File: config.mk
export PLATFORM = sky130hd
export DESIGN_NAME = ctrl_sequencer
export DESIGN_NICKNAME = d
export VERILOG_FILES = /design/src/rtl/ctrl_sequencer.sv
export SDC_FILE = /design/constraint.sdc
export NUM_CORES = 1
export LEC_CHECK = 0
export BUFFER_PORTS_ARGS = -buffer_cell sky130_fd_sc_hd__buf_2
export CAP_MARGIN = 10
export CORE_UTILIZATION = 51
export DETAILED_ROUTE_END_ITERATION = 10
export MAX_ROUTING_LAYER = met4
export PLACE_DENSITY = 0.84
export SKIP_CTS_REPAIR_TIMING = 1
export SYNTH_ARGS = -nofsm -noshare
export SYNTH_HDL_FRONTEND = slang
export SYNTH_SLANG_ARGS = --single-unit
File: constraint.sdc
create_clock -name clk -period 2.9 [get_ports clk]
set_input_delay 0.145 -clock clk [delete_from_list [all_inputs] [get_ports clk]]
set_output_delay 0.145 -clock clk [all_outputs]
set_load 0.005 [all_outputs]
File: src/rtl/ctrl_sequencer.sv
// Instruction-cycle sequencer: owns the IDLE/LOAD/FETCH/DECODE/EXEC/WAIT/HALT stage FSM,
// counts program-load addresses, inserts data-memory wait states and decodes all datapath enables.
module ctrl_sequencer #(
  parameter int IR_W       = 12,
  parameter int PADDR_W    = 8,
  parameter int LOAD_WORDS = 256,
  parameter int DMEM_WAIT  = 0
) (
  input  logic               clk,
  input  logic               rst_n,
  input  logic               start,
  input  logic [IR_W-1:0]    ir,
  input  logic [3:0]         sr,
  output logic [2:0]         stage,
  output logic [PADDR_W-1:0] load_addr,
  output logic               pc_e,
  output logic               acc_e,
  output logic               sr_e,
  output logic               ir_e,
  output logic               dr_e,
  output logic               pmem_e,
  output logic               pmem_le,
  output logic               dmem_e,
  output logic               dmem_we,
  output logic               alu_e,
  output logic               mux1_sel,
  output logic               mux2_sel,
  output logic [3:0]         alu_mode,
  output logic               halted
);

  localparam logic [2:0] S_IDLE   = 3'd0;
  localparam logic [2:0] S_LOAD   = 3'd1;
  localparam logic [2:0] S_FETCH  = 3'd2;
  localparam logic [2:0] S_DECODE = 3'd3;
  localparam logic [2:0] S_EXEC   = 3'd4;
  localparam logic [2:0] S_WAIT   = 3'd5;
  localparam logic [2:0] S_HALT   = 3'd6;

  localparam logic               HAS_WAIT  = (DMEM_WAIT != 0);
  localparam logic [3:0]         WAIT_INIT = (DMEM_WAIT > 0) ? 4'(DMEM_WAIT - 1) : 4'd0;
  localparam logic [PADDR_W-1:0] LAST_ADDR = PADDR_W'(LOAD_WORDS - 1);

  logic [2:0]         state_q, state_d;
  logic [PADDR_W-1:0] load_addr_q, load_addr_d;
  logic [3:0]         wait_q, wait_d;

  logic [3:0] op;
  logic       is_m;
  logic       is_load;
  logic       mem_active;
  logic       m_commit;
  logic       unused_ir;

  assign op        = ir[IR_W-1:IR_W-4];
  assign is_m      = (op[3:1] == 3'b001);
  assign is_load   = op[0];
  assign unused_ir = ^ir;
  assign load_addr = load_addr_q;

  always_ff @(posedge clk or negedge rst_n) begin
    if (!rst_n) begin
      state_q     <= S_IDLE;
      load_addr_q <= '0;
      wait_q      <= '0;
    end else begin
      state_q     <= state_d;
      load_addr_q <= load_addr_d;
      wait_q      <= wait_d;
    end
  end

  always_comb begin
    state_d     = state_q;
    load_addr_d = load_addr_q;
    wait_d      = wait_q;
    case (state_q)
      S_IDLE: begin
        load_addr_d = '0;
        if (start) state_d = S_LOAD;
      end
      S_LOAD: begin
        if (load_addr_q == LAST_ADDR) begin
          state_d     = S_FETCH;
          load_addr_d = '0;
        end else begin
          load_addr_d = load_addr_q + 1'b1;
        end
      end
      S_FETCH:  state_d = S_DECODE;
      S_DECODE: state_d = S_EXEC;
      S_EXEC: begin
        if (op == 4'b0000 && ir[0]) begin
          state_d = S_HALT;
        end else if (is_m && HAS_WAIT) begin
          state_d = S_WAIT;
          wait_d  = WAIT_INIT;
        end else begin
          state_d = S_FETCH;
        end
      end
      S_WAIT: begin
        if (wait_q == 4'd0) state_d = S_FETCH;
        else                wait_d  = wait_q - 1'b1;
      end
      S_HALT: if (start) state_d = S_FETCH;
      default: begin
        state_d     = S_IDLE;
        load_addr_d = '0;
        wait_d      = '0;
      end
    endcase
  end

  // Memory instructions only commit (PC/ACC/SR/write) on their last EXEC/WAIT cycle.
  assign mem_active = (state_q == S_WAIT) || (state_q == S_EXEC && is_m);
  assign m_commit   = (state_q == S_WAIT) ? (wait_q == 4'd0) : !HAS_WAIT;

  always_comb begin
    stage    = 3'd0;
    pc_e     = 1'b0;
    acc_e    = 1'b0;
    sr_e     = 1'b0;
    ir_e     = 1'b0;
    dr_e     = 1'b0;
    pmem_e   = 1'b0;
    pmem_le  = 1'b0;
    dmem_e   = 1'b0;
    dmem_we  = 1'b0;
    alu_e    = 1'b0;
    mux1_sel = 1'b0;
    mux2_sel = 1'b0;
    alu_mode = 4'd0;
    halted   = 1'b0;
    if (state_q != 3'd7) stage = state_q;
    case (state_q)
      S_LOAD: begin
        pmem_le = 1'b1;
        pmem_e  = 1'b1;
      end
      S_FETCH: begin
        ir_e   = 1'b1;
        pmem_e = 1'b1;
      end
      S_DECODE: begin
        dr_e   = is_m;
        dmem_e = is_m;
      end
      S_EXEC: begin
        if (op[3]) begin
          pc_e     = 1'b1;
          acc_e    = 1'b1;
          sr_e     = 1'b1;
          alu_e    = 1'b1;
          alu_mode = {1'b0, op[2:0]};
          mux1_sel = 1'b1;
        end else if (op[3:2] == 2'b01) begin
          pc_e     = 1'b1;
          mux1_sel = sr[op[1:0]];
        end else if (!is_m) begin
          // op is 0001 (jump, mux1=0) or 0000 (NOP/HLT, PC+1)
          pc_e     = 1'b1;
          mux1_sel = (op == 4'b0000);
        end
      end
      S_HALT:  halted = 1'b1;
      default: ;
    endcase
    if (mem_active) begin
      alu_e    = 1'b1;
      alu_mode = ir[IR_W-5:IR_W-8];
      mux1_sel = 1'b1;
      mux2_sel = 1'b1;
      dmem_e   = m_commit ? !is_load : 1'b1;
      if (m_commit) begin
        pc_e    = 1'b1;
        acc_e   = is_load;
        sr_e    = 1'b1;
        dmem_we = !is_load;
      end
    end
  end

endmodule

==> flow_metrics.tcl <==
set metrics [dict create \
    antenna_found_initial 0 \
    vias_per_cell 5.67 \
    post-route-util_pct 67.5 \
    rows 16 \
    hold_viol_final 0 \
    place_area_sq_um 1330 \
    grt_remaining_overflow 0 \
    dr.pass1.iters 4 \
    seq_power_share_pct 60.5 \
    syn_inst 135 \
    coreArea_sq_um 2020 \
    internal_power_uw 273 \
    initial_core_util_pct 55.8 \
    power_switching_uw 71.8 \
    drtAntennaViolNets 0 \
    cts_tree "done" \
    wirelength_mm 2.70 \
    ios 47 \
    critPathMaxFanout 5 \
    design_area_sq_um 1360 \
    grt_max_degree 20 \
    ys_seq_area_share_pct 33.3 \
    cts_buffers 3 \
    tns_ns 0 \
    status "finished clean" \
    hold_slack_ns 0.214 \
    io_buffers 43 \
    hold_class "in -> reg" \
    dieArea_sq_um 2400 \
    post-dp-hpwl_mm 2.09 \
    cp-start-kind "flip-flop" \
    finalNetCount 199 \
    synth-seq-cells 15 \
    cp.required_ns 2.76 \
    clock_latency_ns 0.27 \
    dp_slack_ns 1.11 \
    die_w_microns 49.0 \
    fin_crit_sh_pct 72.1 \
    yosys_warnings 0 \
    drt_iter0_markers 33 \
    relSlewSlack_pct 64.1 \
    clock_sinks 15 \
    finalClockSkew_ns 0.00108 \
    diodes 0 \
    synthArstFlopShare_pct 100 \
    htreeDepth 1 \
    drc_errors 0 \
    grt_pass1_vias 1038 \
    power.density_nw_per_um2 253 \
    p_sw_share_pct 20.8 \
    gp_congestion 0.842 \
    setup_slack_ns 0.810 \
    setup_viol 0 \
    pwr-share-clk_pct 32.4 \
    grt_usage_pct 24.9 \
    slew_viol_final 0 \
    path_clk_slew_ns 0.08 \
    avgRoutedWirePerCell_microns 13.3 \
    tightest_slew_ns 0.539 \
    synth_nets 157 \
    arrival_ns 1.95 \
    max_freq_mhz 478 \
    grt_pass1_wl_mm 4.55 \
    synthToLayoutAreaGrowth_pct 21.0 \
    die_h_microns 49.0 \
    grt_setup_unrepaired "false" \
    ctsRootBufferMaster "clkbuf_4" \
    cp-end-kind "output port" \
    synth.cell_area_sq_um 1130 \
    cts_buffer_depth 2 \
    ir_drop_mv 0.227 \
    cap_viol_max_count 0 \
    combPwrFrac_pct 7.1 \
    leakage_nw 0.670 \
    yosys_most_used_dff "dfrtp_1" \
    synth_edf_count 0 \
    postSynthAreaPerCell_sq_um 8.35 \
    crit_type "reg -> out" \
    finalCriticalPeriod_ns 2.09 \
    via_count 1150 \
    synth_cell_types 40 \
    drive_above_1_share_pct 30.1 \
]
-- final cells by class --
type | instances | area, sq um
multi-input cells | 107 | 668
fillers | 198 | 658
flip-flops and latches | 15 | 375
repair buffers | 44 | 225
inverters | 6 | 35.0
well taps | 27 | 33.8
clock buffers | 4 | 26.3
-- placed cells by master, fill, tap and decap left out, types with 3 or more instances in the layout --
cell type  count
inv_1          5
nor4_1         4
ha_1           3
a21oi_1        7
nand2b_1       3
and2_1         3
nand3_1        6
nor3_1         3
nor2_1        10
o21ai_0       12
nor2b_1        3
clkbuf_4       3
buf_2         43
dfrtp_1       15
nand2_1       14
a22o_1         5
a21o_1         5
nor3b_2        3
-- flip-flops by register name, indices dropped and copies added, names as in the netlist --
register,count
load_addr,8
wait_q,4
state_q,3
-- metal layers --
| layer | track usage (%) | vias to the layer above | wire length [microns] |
|---|---|---|---|
| met5 | - | - | 0 |
| met1 | 30.0 | 531 | 1120 |
| met3 | 4.05 | 2 | 148 |
| met4 | 4.41 | 0 | 14 |
| met2 | 44.2 | 38 | 1420 |
| li1 | - | 579 | - |
-- final timing paths --
kind,slack (ns),cells after the start,start,endpoint
min reg2reg,0.53,2,wait_q[1],wait_q[1]
max reg2reg,1.10,3,state_q[0],load_addr[7]
max in group asynchronous,2.35,2,rst_n,wait_q[3]
max,0.81,7,wait_q[0],acc_e
min in group asynchronous,0.30,2,rst_n,load_addr[1]
min,0.21,4,ir[0],state_q[2]
-- power groups by stage --
| stage | combinational, mW | sequential (mW) | clock [mW] |
|---|---|---|---|
| final | 0.0245 | 0.209 | 0.112 |
| after global routing | 0.0284 | 0.209 | 0.127 |
| after CTS | 0.0236 | 0.209 | 0.116 |
| after detailed placement | 0.0235 | 0.213 | 0 |
| after global placement | 0.0224 | 0.213 | 0 |
| after floorplan | 0.00669 | 0.213 | 0 |
-- cell families after synthesis --
kind of cell,count (synthesis),share of synthesized area [%]
compound gates,43,25.4
fa+ha+maj,3,3.33
buf+inv,13,7.44
flops,15,33.3
mux,1,0.888
simple gates,60,29.6
-- worst max-delay path, stage by stage (launching register included) --
cell	delay, ns
dfrtp_1	0.42
inv_1	0.10
ha_1	0.17
or3b_2	0.47
nand3_1	0.14
nand2_1	0.11
o21bai_1	0.14
buf_2	0.13
-- through the flow --
stage	instances	total power, mW
floorplan	135	0.220
global placement	198	0.235
detailed placement	198	0.237
CTS	202	0.349
global route	203	0.365
finish	203	0.345
-- Yosys cell counts, drive strengths merged, types with 2 or more instances --
library cell | instances | area [sq um]
dfrtp | 15 | 375
o21ai | 15 | 86.3
nand2 | 14 | 52.6
nor2 | 10 | 37.5
a21oi | 7 | 35.0
nand3 | 6 | 30.0
a21o | 5 | 37.5
a22o | 5 | 43.8
inv | 5 | 18.8
nor3b | 5 | 52.6
buf | 4 | 37.5
nor4 | 4 | 25.0
and2 | 3 | 18.8
clkbuf | 3 | 11.3
ha | 3 | 37.5
nand2b | 3 | 18.8
nor2b | 3 | 18.8
nor3 | 3 | 15.0
a22oi | 2 | 15.0
nand4 | 2 | 12.5
o21bai | 2 | 15.0
or3 | 2 | 12.5
or3b | 2 | 17.5
(Power assumes the default switching activity.)
